**src/rtl/if_ent_pkg.sv**
```systemverilog
// Shared types, widths and the reference result for the IfEnt datapath.
package if_ent_pkg;

  localparam int unsigned AW = 8;
  localparam int unsigned BW = 16;
  localparam int unsigned OW = 16;

  typedef enum logic [1:0] {
    StIdle,
    StExec,
    StResp
  } state_e;

  // Reference datapath result; A==B==0 is the divide-by-zero case, reported as 0 here.
  function automatic logic [OW-1:0] if_ent_ref(input logic [AW-1:0] a, input logic [BW-1:0] b);
    logic [AW-1:0] sq_lo;
    logic [AW-1:0] q;
    if ({8'b0, a} > b) begin
      return {8'b0, b[7:0]};
    end else if ({8'b0, a} < b) begin
      return {8'b0, a};
    end else if (a == '0) begin
      return '0;
    end else begin
      sq_lo = a * a;
      q     = sq_lo / a;
      return {8'b0, q + 8'd1};
    end
  endfunction

endpackage

```
**src/rtl/IfEnt.sv**
```systemverilog
// Combinational compare/ALU datapath shared by all requesters.
module IfEnt (
  input  logic [7:0]  A,
  input  logic [15:0] B,
  output logic [15:0] XOUT
);

  logic [7:0] sq_lo;
  logic [7:0] quo;

  // A>B passes B's low byte, A<B passes A, A==B computes ((A*A) mod 256)/A + 1.
  always_comb begin
    sq_lo = A * A;
    quo   = sq_lo / A;
    if ({8'b0, A} > B) begin
      XOUT = {8'b0, B[7:0]};
    end else if ({8'b0, A} < B) begin
      XOUT = {8'b0, A};
    end else begin
      XOUT = {8'b0, quo + 8'd1};
    end
  end

endmodule

```
**src/rtl/rr_pick.sv**
```systemverilog
// Round-robin pick: first valid requester after last_i, wrapping modulo NREQ.
module rr_pick #(
  parameter int unsigned NREQ = 4,
  parameter int unsigned IDW  = $clog2(NREQ)
) (
  input  logic [NREQ-1:0] valid_i,
  input  logic [IDW-1:0]  last_i,
  output logic [NREQ-1:0] grant_o,
  output logic [IDW-1:0]  idx_o,
  output logic            any_o
);

  // Scan last+1, last+2, ... and keep the first hit.
  always_comb begin
    logic [IDW-1:0] cand;
    logic           found;
    grant_o = '0;
    idx_o   = '0;
    found   = 1'b0;
    cand    = '0;
    for (int unsigned off = 1; off <= NREQ; off++) begin
      cand = IDW'((32'(last_i) + off) % NREQ);
      if (!found && valid_i[cand]) begin
        found         = 1'b1;
        idx_o         = cand;
        grant_o[cand] = 1'b1;
      end
    end
    any_o = found;
  end

endmodule

```
**src/rtl/if_ent_sched.sv**
```systemverilog
// Round-robin sequencer sharing one IfEnt datapath among NREQ requesters.
module if_ent_sched
  import if_ent_pkg::*;
#(
  parameter int unsigned NREQ = 4,
  parameter int unsigned LAT  = 1,
  parameter int unsigned IDW  = $clog2(NREQ)
) (
  input  logic             clk_i,
  input  logic             rst_i,
  input  logic [NREQ-1:0]    req_valid_i,
  input  logic [NREQ*AW-1:0] req_a_i,
  input  logic [NREQ*BW-1:0] req_b_i,
  output logic [NREQ-1:0]    req_ready_o,
  output logic             resp_valid_o,
  input  logic             resp_ready_i,
  output logic [OW-1:0]    resp_data_o,
  output logic [IDW-1:0]   resp_id_o,
  output logic             resp_err_o,
  output logic [15:0]      done_cnt_o
);

  state_e          state_q;
  logic [IDW-1:0]  last_q;
  logic [IDW-1:0]  gid_q;
  logic [3:0]      cnt_q;
  logic [AW-1:0]   a_q;
  logic [BW-1:0]   b_q;
  logic            resp_valid_q;
  logic [OW-1:0]   resp_data_q;
  logic [IDW-1:0]  resp_id_q;
  logic            resp_err_q;
  logic [15:0]     done_cnt_q;

  logic [NREQ-1:0] grant;
  logic [IDW-1:0]  pick_idx;
  logic            pick_any;
  logic [OW-1:0]   xout;
  logic            op_err;

  rr_pick #(
    .NREQ (NREQ),
    .IDW  (IDW)
  ) u_rr_pick (
    .valid_i (req_valid_i),
    .last_i  (last_q),
    .grant_o (grant),
    .idx_o   (pick_idx),
    .any_o   (pick_any)
  );

  // Only the captured operands ever reach the datapath.
  IfEnt u_if_ent (
    .A    (a_q),
    .B    (b_q),
    .XOUT (xout)
  );

  assign op_err = (a_q == '0) && (b_q == '0);

  // Sequencer FSM: grant and capture in idle, wait LAT cycles, hold the response.
  always_ff @(posedge clk_i) begin
    if (rst_i) begin
      state_q      <= StIdle;
      last_q       <= IDW'(NREQ - 1);
      gid_q        <= '0;
      cnt_q        <= '0;
      a_q          <= '0;
      b_q          <= '0;
      resp_valid_q <= 1'b0;
      resp_data_q  <= '0;
      resp_id_q    <= '0;
      resp_err_q   <= 1'b0;
      done_cnt_q   <= '0;
    end else begin
      unique case (state_q)
        StIdle: begin
          if (pick_any) begin
            a_q     <= req_a_i[AW*pick_idx +: AW];
            b_q     <= req_b_i[BW*pick_idx +: BW];
            gid_q   <= pick_idx;
            last_q  <= pick_idx;
            cnt_q   <= 4'(LAT - 1);
            state_q <= StExec;
          end
        end
        StExec: begin
          if (cnt_q == '0) begin
            // Divide-by-zero result is undefined on the datapath; report zero instead.
            resp_data_q  <= op_err ? '0 : xout;
            resp_id_q    <= gid_q;
            resp_err_q   <= op_err;
            resp_valid_q <= 1'b1;
            state_q      <= StResp;
          end else begin
            cnt_q <= cnt_q - 4'd1;
          end
        end
        StResp: begin
          if (resp_ready_i) begin
            resp_valid_q <= 1'b0;
            done_cnt_q   <= done_cnt_q + 16'd1;
            state_q      <= StIdle;
          end
        end
        default: state_q <= StIdle;
      endcase
    end
  end

  assign req_ready_o  = (state_q == StIdle) ? grant : '0;
  assign resp_valid_o = resp_valid_q;
  assign resp_data_o  = resp_data_q;
  assign resp_id_o    = resp_id_q;
  assign resp_err_o   = resp_err_q;
  assign done_cnt_o   = done_cnt_q;

endmodule

```
**config.mk**
```make
export PLATFORM = sky130hd
export DESIGN_NAME = if_ent_sched
export DESIGN_NICKNAME = d
export VERILOG_FILES = /design/src/rtl/if_ent_pkg.sv /design/src/rtl/IfEnt.sv /design/src/rtl/rr_pick.sv /design/src/rtl/if_ent_sched.sv
export SDC_FILE = /design/constraint.sdc
export NUM_CORES = 1
export LEC_CHECK = 0
export ABC_AREA = 1
export CAP_MARGIN = 20
export CORE_MARGIN = 3
export CORE_UTILIZATION = 56
export DETAILED_ROUTE_END_ITERATION = 12
export PLACE_DENSITY = 0.88
export SKIP_CTS_REPAIR_TIMING = 1
export SYNTH_ARGS = -nofsm -noshare
export SYNTH_HDL_FRONTEND = slang
export SYNTH_SLANG_ARGS = --single-unit
```
**constraint.sdc**
```tcl
create_clock -name clk_i -period 22 [get_ports clk_i]
set_clock_uncertainty 0.2 [all_clocks]
set_input_delay 4.4 -clock clk_i [delete_from_list [all_inputs] [get_ports clk_i]]
set_output_delay 4.4 -clock clk_i [all_outputs]
set_load 0.01 [all_outputs]
```
== Word-level counts from Yosys, hierarchy flattened ==
Cells that the tools add are included.
Storage, ports and cells
  register bits after elaboration: 70
  bits in latches: 0
  RAM bits: 0
  memory bits (read-only): 0
  word-level logic and storage cells: 106
  memories kept: 0
Cells by class
  add/subtract/negate cells: 7
  multipliers: 1
  divide/modulo/power cells: 1
  $lt $le $gt $ge: 10
  equal/unequal tests: 6
  shift-type cells: 2
  multiplexer cells: 42
  bitwise gates (word level): 3
  reduce and logical (&&, ||, !) cells: 23
Operators with widths (count)
  $shiftx 64x7->16: 1
  $mux 16: 2
  $shiftx 32x6->8: 1
  $mux 4: 7
  $add 16x1->16 const B: 1
  $gt 8x16->1: 1
  $logic_not 16->1: 1
  $lt 8x16->1: 1
  $mux 1: 14
  $mux 2: 7
  $lt 2x3->1 const B: 4
  $or 4x4->4: 3
  $reduce_and 3->1: 3
  $add 8x1->8 const B: 1
  $bmux 1 s2: 4
  $demux 1 s2: 4
  $div 8x8->8: 1
  $ge 2x1->1 const B: 4
  $logic_and 1x1->1: 8
  $logic_not 8->1: 1
  $mul 8x8->8: 1
  $mux 8: 1
  $ne 2x2->1 const B: 4
  $pmux 4 s2: 1
  other kinds (12): 19

== Logic depth before layout (Yosys ltp) ==
Gate-level depths: netlist of run 1.
  word-level depth: 15
  gate-level depth with buffers: 90

== Hierarchy ==
Synthesis of run 1 repeated with hierarchy kept, for this count alone.
Second synthesis, totals
  cell total of the unflattened synthesis: 1096
  area, all modules: 6922.9 um^2
Modules (own cells, without submodules)
  if_ent_sched: times used 1, cells an instance 616, area each 3749.8 um^2
  IfEnt: times used 1, cells an instance 406, area each 2715.1 um^2
  rr_pick: times used 1, cells an instance 74, area each 457.9 um^2

== Least setup slack after synthesis of run 1 ==
No wires, ideal clock.
  path kind: flip-flop to flip-flop
  from: register a_q[0]
  to: register resp_data_q[6] (netlist: resp_data_o[6])
  setup time: 132 ps
  arrival time: 12012 ps
  data required time: 21668 ps
  setup slack: 9655 ps
  stages on the path, launching flop included: 86
  clock period less this slack: 12345 ps
  cell sequence: dfxtp_1 clkbuf_1 nand2_1 xor2_1 ha_1 a21oi_1 fa_1 inv_1 ha_1 inv_1 fa_1 inv_1 ha_1 nand3_1 nand3_1 nand2_1 nand2_1 inv_1 [50 not listed] nand3_1 nand4_1 inv_1 nand3_1 nand2_1 ha_1 nand2_1 nor2_1 nand4_1 o2111ai_1 ha_1 inv_1 nor2_1 nand3_1 nand2_1 nand3_1 nand2_1 a21oi_1
On the way
  word-level cells in the longest chain between the ends: 6
  elaborated cells between the ends (all ways): 10
RTL lines
  start, declared: line if_ent_sched.sv:27  | logic [AW-1:0] a_q;
  start signal, assigned: line if_ent_sched.sv:79  | a_q <= req_a_i[AW*pick_idx +: AW];
  $mul 8x8->8: line IfEnt.sv:13  | sq_lo = A * A;
  $div 8x8->8: line IfEnt.sv:14  | quo = sq_lo / A;
  $add 8x1->8: line IfEnt.sv:20  | XOUT = {8'b0, quo + 8'd1};
  $mux 8: line IfEnt.sv:17  | end else if ({8'b0, A} < B) begin
  $mux 16: line IfEnt.sv:15  | if ({8'b0, A} > B) begin
  $mux 16 (*): line if_ent_sched.sv:90  | resp_data_q <= op_err ? '0 : xout;
  end signal, assigned: line if_ent_sched.sv:90
  end, declared: line if_ent_sched.sv:30  | logic [OW-1:0] resp_data_q;
Mark *: on every way between the ends. The rest lies on a longest branch, timed or not.
A chain may end at the register's enable or synchronous reset.

== Final worst setup path of run 1 ==
  from: register a_q[3]
  to: register resp_data_q[6] (netlist: resp_data_o[6])
The elaborated chain is that of the path after synthesis.

==> PnR_summary.wiki, run 1 <==
{| class="wikitable"
! Metric !! Value
|-
| Average footprint of a synthesized cell || 6.55 µm²
|-
| Count of final hold-check violations || 0
|-
| Critical path capture point type || flop
|-
| Library cell occupying the most area in the post-synthesis netlist || dfxtp_1
|-
| Chip width || between 100 and 150 µm
|-
| Hold Path Class || flop to flop
|-
| Core region area || 0.0110 mm²
|-
| Critical Path Start Type || flop
|-
| Initial antenna violation count || 0
|-
| Most frequently used flop master after synthesis || dfxtp_1
|-
| Number of nets in the layout || 1281
|-
| Count of flip-flops with a built-in enable after synthesis || 0
|-
| Count of placed standard cells including taps || 1229
|-
| Maximum buffer depth of the clock tree || 2
|-
| Buffers and inverters on the worst path || 13
|-
| Number of buffers created by CTS || 9
|-
| 1st-iter DRT viols || roughly 470
|-
| Avg Vias per Cell || between 5 and 6
|-
| CP delay by family, top || adder cells
|-
| Sequential cell area fraction in the yosys report || between 10% and 20%
|-
| Arrival time reported for the critical path endpoint || 14.32 ns
|-
| Count of yosys warnings during synthesis || 0
|-
| Worst-margin pin slew || 1.04 ns
|-
| CTS tree || built
|-
| Critical path class || flop to flop
|-
| Routed WL || 17600 µm
|-
| Top cells by count, synth || 185 x nand2_1, 144 x inv_1, 85 x nor2_1
|-
| Via count || 6695
|-
| Async set-reset flop share out of synthesis || 0%
|-
| Number of storage elements in the synthesis netlist || 62
|-
| Buffers on Ports || 134
|-
| Crit path top cell by count || nand2_1
|-
| Fraction of synthesized cell area taken by the top area cell type || 19.2%
|-
| Area growth, synth to finish || 24.7%
|-
| Critical-path cell with the highest stage delay || fa_1
|-
| Fin crit period || 14.32 ns
|-
| Ant. Diodes || 0
|-
| # DRC || 0
|-
| Vias in the first global route || 6575
|-
| Number of clock sinks seen by CTS || 62
|-
| Detailed Place HPWL || 13500 µm
|-
| Fin crit share || between 60% and 70%
|-
| Count of max-cap constraint violations || 0
|-
| Starting utilization of the core area || 58.5%
|-
| Average wire per cell in the routed design || about 14 µm
|-
| First-pass DRT Iterations || 5
|-
| Relative slew margins || 30.7%
|-
| Final weighted congestion of routability-driven global placement || 0.946
|-
| Overall routing resource usage || between 20% and 30%
|-
| Layout cells sized above 1 || 6.33%
|-
| Gate Count Post-Synth || slightly below 1k
|-
| Setup violations, final || 0
|-
| IO Count || ~140
|-
| Post-synthesis cell area || 0.00646 mm²
|-
| Library cell with the highest instance count after synthesis || nand2_1
|-
| Final Max Tran Viols || 0
|-
| Number of standard cells in the layout, taps in and fillers out || roughly 1.2k
|-
| Number of different library cells in the post-synthesis netlist || 45
|-
| Count of antenna-violating nets left after detailed routing || 0
|-
| CTS H-tree depth || 3
|-
| Worst-path clk slew || 0.06 ns
|-
| Overall die area || 0.0129 mm²
|-
| Overall die height || 113 µm
|-
| Required time worst endpoint || 22.00 ns
|-
| RSZ-0062 raised after global routing || false
|-
| Master cell of the clock root buffer || clkbuf_16
|-
| FP Rows || 38
|-
| Maximum cell stage delay along the critical path || 0.55 ns
|-
| Maximum frequency from static timing analysis || around 0.07 GHz
|-
| GRT Residual Overflow || 0
|-
| Top cells by area, synth || dfxtp_1 19%, ha_1 13%, nand2_1 11%
|-
| Run status || completed
|-
| First-pass GRT wire length || roughly 30000 µm
|-
| Pin count of the biggest net entering global routing || approximately 50
|-
| Skew-Pair Late Insertion Delay || 0.33 ns
|-
| Setup TNS || 0 ns
|-
| Worst-path fanout max || 10
|}
[per-layer routing]
metal | share of wire [%] | GRT usage (%)
met1 | 45 | 35.3
met2 | 47 | 47.1
met3 | 6.3 | 5.89
met4 | 1.9 | 7.85
met5 | 0 | 0
[worst paths after layout]
kind | start | slack (ns) | cells past startpoint | endpoint
worst min register to register | resp_data_o[3] | 0.27 | 2 | resp_data_o[3]
worst max register to register | a_q[3] | 7.68 | 82 | resp_data_o[6]
worst min-delay path | resp_data_o[3] | 0.27 | 2 | resp_data_o[3]
worst max-delay path | a_q[3] | 7.68 | 82 | resp_data_o[6]
[registers in the layout, summed over array words and instances, names as in the netlist]
signal,count
last_q,2
gid_q,2
resp_err_o,1
state_q,2
resp_data_o,8
done_cnt_o,16
b_q,16
a_q,8
cnt_q,4
resp_id_o,2
resp_valid_o,1
[layout by cell type (no fill, tap or decap), types with 2 or more instances in the layout]
cell type        netlist  routed
nand2_1              185     185
inv_1                144     144
clkdlybuf4s50_1        0     134
nor2_1                85      85
a21oi_1               70      70
nand3_1               69      69
ha_1                  68      68
dfxtp_1               62      62
o21ai_0               47      47
o21ai_1               35      35
nor3_1                18      18
xor2_1                15      15
or2_0                 15      15
o211ai_2              14      14
o211ai_1              12      12
nand4_1               11      11
nor2_2                10      10
fa_1                  10      10
or2_1                  9       9
clkbuf_16              0       9
inv_2                  8       8
conb_1                 1       8
a221oi_1               7       7
o21a_1                 6       6
xnor2_1                5       5
or2_2                  5       5
nor4_1                 5       5
nand2_2                4       4
and2_1                 4       4
nor2_4                 3       3
a21oi_2                3       3
clkinv_2               0       3
a211oi_1               2       2
nand2_4                2       2
nand3b_1               2       2
o2111ai_1              2       2
nor3b_1                2       2
clkinvlp_4             0       2
buf_4                  8       2
[cell type report]
cell class / instances / area (µm²)
Tap cell: 140 / 175
Timing Repair Buffer: 136 / 1360
Clock buffer: 9 / 225
Fill cell: 934 / 2980
Clock inverter: 7 / 50.0
Sequential cell: 62 / 1240
Inverter: 153 / 574
Multi-Input combinational cell: 738 / 4430
[worst min-delay path: stages (launching register included)]
cell,delay (ns)
dfxtp_1,0.31
nand2_1,0.06
a21oi_1,0.05
[kinds of logic (layout without fill, tap and decap cells)]
family          count (synthesis)  count (layout)  share of synthesized area (%)
simple gates                  430             430                           30.1
fa+ha+maj                      78              78                           16.3
buf+inv                       192             305                           12.7
xor+xnor                       20              20                           2.71
flops                          62              62                           19.2
compound gates                202             202                           19.0
other cells                     1               8                         0.0581
[stage by stage]
stage / cell area (µm²) / hold WS [ns] / util [%] / worst slack [ns]
after floorplan: 6480 / 0.246 / - / 9.66
after global placement: 7780 / 0.254 / 70.5 / 8.22
after detailed placement: 7780 / 0.256 / 70.5 / 7.84
after CTS: 8050 / 0.272 / 73.0 / 7.79
after global routing: 8050 / 0.292 / 73.0 / 5.95
final: 8050 / 0.271 / 73.0 / 7.68
Power of run 1 is not shown: default switching activity piles up to over one toggle a cycle in this logic, so the estimate is an artifact.
==> run 2: changes to the inputs <==
--- a/config.mk
+++ b/config.mk
@@ -8,9 +8,9 @@
 export ABC_AREA = 1
 export CAP_MARGIN = 20
 export CORE_MARGIN = 3
-export CORE_UTILIZATION = 56
+export CORE_UTILIZATION = 47
 export DETAILED_ROUTE_END_ITERATION = 12
-export PLACE_DENSITY = 0.88
+export PLACE_DENSITY = 0.79
 export SKIP_CTS_REPAIR_TIMING = 1
 export SYNTH_ARGS = -nofsm -noshare
 export SYNTH_HDL_FRONTEND = slang
==> constraint.sdc (replaced) <==
create_clock -name clk_i -period 12.5 [get_ports clk_i]
set_clock_uncertainty 0.2 [all_clocks]
set_input_delay 2.5 -clock clk_i [delete_from_list [all_inputs] [get_ports clk_i]]
set_output_delay 2.5 -clock clk_i [all_outputs]
set_load 0.01 [all_outputs]
==> PnR_summary.wiki, run 2 (synthesis results as in run 1) <==
{| class="wikitable"
! Metric !! Value
|-
| Buffers on Ports || 134 (unchanged)
|-
| Critical path class || flop to flop (unchanged)
|-
| Vias in the first global route || 6351 (was 6575)
|-
| Layout cells sized above 1 || 18.1% (was 6.33%)
|-
| Fill cell count || 1110 (was 934)
|-
| Depth of the worst register-to-register path || 83 (was 82)
|-
| Hold Path Class || flop to flop (unchanged)
|-
| Starting utilization of the core area || 48.4% (was 58.5%)
|-
| Critical-path cell with the highest stage delay || fa_1 (unchanged)
|-
| Avg Vias per Cell || 5.31 (was 5.38)
|-
| Pin count of the biggest net entering global routing || 51 (unchanged)
|-
| Area of combinational cells with multiple inputs || 0.00496 mm² (was 0.00443 mm²)
|-
| Overall die area || 0.0152 mm² (was 0.0129 mm²)
|-
| Final weighted congestion of routability-driven global placement || 0.915 (was 0.946)
|-
| Critical Path Start Type || flop (unchanged)
|-
| Worst-margin pin slew || 1.04 ns (about the same)
|-
| Chip width || 123 µm (was 113 µm)
|-
| Count of final hold-check violations || 0 (unchanged)
|-
| Master cell of the clock root buffer || clkbuf_16 (unchanged)
|-
| Routed WL || 19000 µm (was 17600 µm)
|-
| Arrival time reported for the critical path endpoint || 12.23 ns (was 14.32 ns)
|-
| Number of nets in the layout || 1324 (was 1281)
|-
| Worst-path clk slew || 0.05 ns (was 0.06 ns)
|-
| Fin crit share || 97.9% (was 65.1%)
|-
| Number of standard cells in the layout, taps in and fillers out || 1324 (was 1245)
|-
| Setup violations, final || 0 (unchanged)
|-
| CTS H-tree depth || 3 (unchanged)
|-
| Worst-path fanout max || 8 (was 10)
|-
| Average wire per cell in the routed design || 14.3 µm (was 14.1 µm)
|-
| Relative slew margins || 30.3% (was 30.7%)
|-
| CTS tree || built (unchanged)
|-
| Skew-Pair Late Insertion Delay || 0.33 ns (about the same)
|-
| Startpoint of the most critical register-to-register path || a_q[4] (was a_q[3])
|-
| Number of clock sinks seen by CTS || 62 (unchanged)
|-
| Setup TNS || 0 ns (unchanged)
|-
| Via count || 7029 (was 6695)
|-
| GRT Residual Overflow || 0 (unchanged)
|-
| R2r setup slk || 0.26 ns (was 7.68 ns)
|-
| Maximum frequency from static timing analysis || 0.0817 GHz (was 0.0698 GHz)
|-
| First-pass GRT wire length || 28800 µm (was 29500 µm)
|-
| Maximum buffer depth of the clock tree || 2 (unchanged)
|-
| Overall routing resource usage || 23.1% (was 27.6%)
|-
| Commonest cells after routing, fill and taps aside || 167 x nand2_1, 134 x clkdlybuf4s50_1, 133 x inv_1, 82 x nor2_1, 63 x a21oi_1 (was 185 x nand2_1, 144 x inv_1, 134 x clkdlybuf4s50_1, 85 x nor2_1, 70 x a21oi_1)
|-
| Worst hold path startpoint || gid_q[1] (was resp_data_o[3])
|-
| # DRC || 0 (unchanged)
|-
| Crit path top cell by count || nand2_1 (unchanged)
|-
| Count of max-cap constraint violations || 0 (unchanged)
|-
| First-pass DRT Iterations || 5 (unchanged)
|-
| Maximum cell stage delay along the critical path || 0.52 ns (was 0.55 ns)
|-
| Final Max Tran Viols || 0 (unchanged)
|-
| Count of antenna-violating nets left after detailed routing || 0 (unchanged)
|-
| Detailed Place HPWL || 13400 µm (was 13500 µm)
|-
| Area growth, synth to finish || 39.7% (was 24.7%)
|-
| Ant. Diodes || 0 (unchanged)
|-
| Initial antenna violation count || 0 (unchanged)
|-
| FP Rows || 42 (was 38)
|-
| Count of placed standard cells including taps || 1290 (was 1229)
|-
| Run status || completed (unchanged)
|-
| Required time worst endpoint || 12.50 ns (was 22.00 ns)
|-
| Most common cell after layout, fill and taps aside || nand2_1 (unchanged)
|-
| 1st-iter DRT viols || 339 (was 471)
|-
| IO Count || 143 (unchanged)
|-
| Overall die height || 123 µm (was 113 µm)
|-
| Hold Crit Depth || 2 (unchanged)
|-
| Core region area || 0.0133 mm² (was 0.0110 mm²)
|-
| Worst-case hold path end point || gid_q[1] (was resp_data_o[3])
|-
| Capture instance of the worst register-to-register path || resp_data_o[6] (unchanged)
|-
| Fin crit period || 12.24 ns (was 14.32 ns)
|-
| Number of buffers created by CTS || 9 (unchanged)
|-
| Critical path capture point type || flop (unchanged)
|-
| Total area of sequential cells || 0.00125 mm² (was 0.00124 mm²)
|}
## run 2: cell count changes in the layout (fill, tap and decap cells not counted), sizes merged
cell	delta
buf	+42
clkinv	-5
clkbuf	+3
clkinvlp	+2
bufinv	+1
## run 2: how the worst max path moves through the flow
stage,startpoint,to,cells after the start
final,a_q[4],resp_data_o[6],83
after global routing,a_q[4],resp_data_o[6],83
after CTS,a_q[4],resp_data_o[6],85
after detailed placement,a_q[4],resp_data_o[6],85
after global placement,a_q[1],resp_data_o[6],85
after floorplan,a_q[0],resp_data_o[6],85
## run 2: worst max-delay path, delay by kind of cell, from the launching register on
kind / cells / cell delay (ns)
flops: 1 / 0.37
simple gates: 38 / 3.68
compound gates: 15 / 2.09
fa+ha+maj: 14 / 4.21
buf+inv: 14 / 1.28
xor+xnor: 2 / 0.28
## run 2: metal layers
| metal | part of all wire [%] | vias to the layer above | GRT usage, % |
|---|---|---|---|
| li1 | - | 3542 | - |
| met1 | 42 | 3176 | 29.1 |
| met2 | 49 | 256 | 40.5 |
| met3 | 5.9 | 55 | 4.21 |
| met4 | 3.2 | 0 | 6.44 |
| met5 | 0 | - | 0 |
## run 2: cell type report
type / count / area share (%)
sequential: 62 / 13.9
multi-input combinational: 738 / 55.0
clock buffer: 12 / 2.84
tap: 176 / 2.44
timing repair inverter: 1 / 0.0832
inverter: 153 / 6.44
timing repair buffer: 178 / 18.7
clock inverter: 4 / 0.597
## run 2: per-stage QoR
| step | setup WS, ns | area [µm²] | util (%) | hold WS (ns) |
|---|---|---|---|---|
| 6_report | 0.263 | 9020 | 67.6 | 0.268 |
| 3_3_place_gp | -0.0891 | 8010 | 60.0 | 0.252 |
| 2_1_floorplan | 0.155 | 6480 | - | 0.246 |
| 3_5_place_dp | -0.554 | 8010 | 60.0 | 0.258 |
| 5_1_grt | -0.355 | 9020 | 67.6 | 0.292 |
| 4_1_cts | -0.578 | 8320 | 62.3 | 0.268 |
Power of run 2 is left out for the same reason.
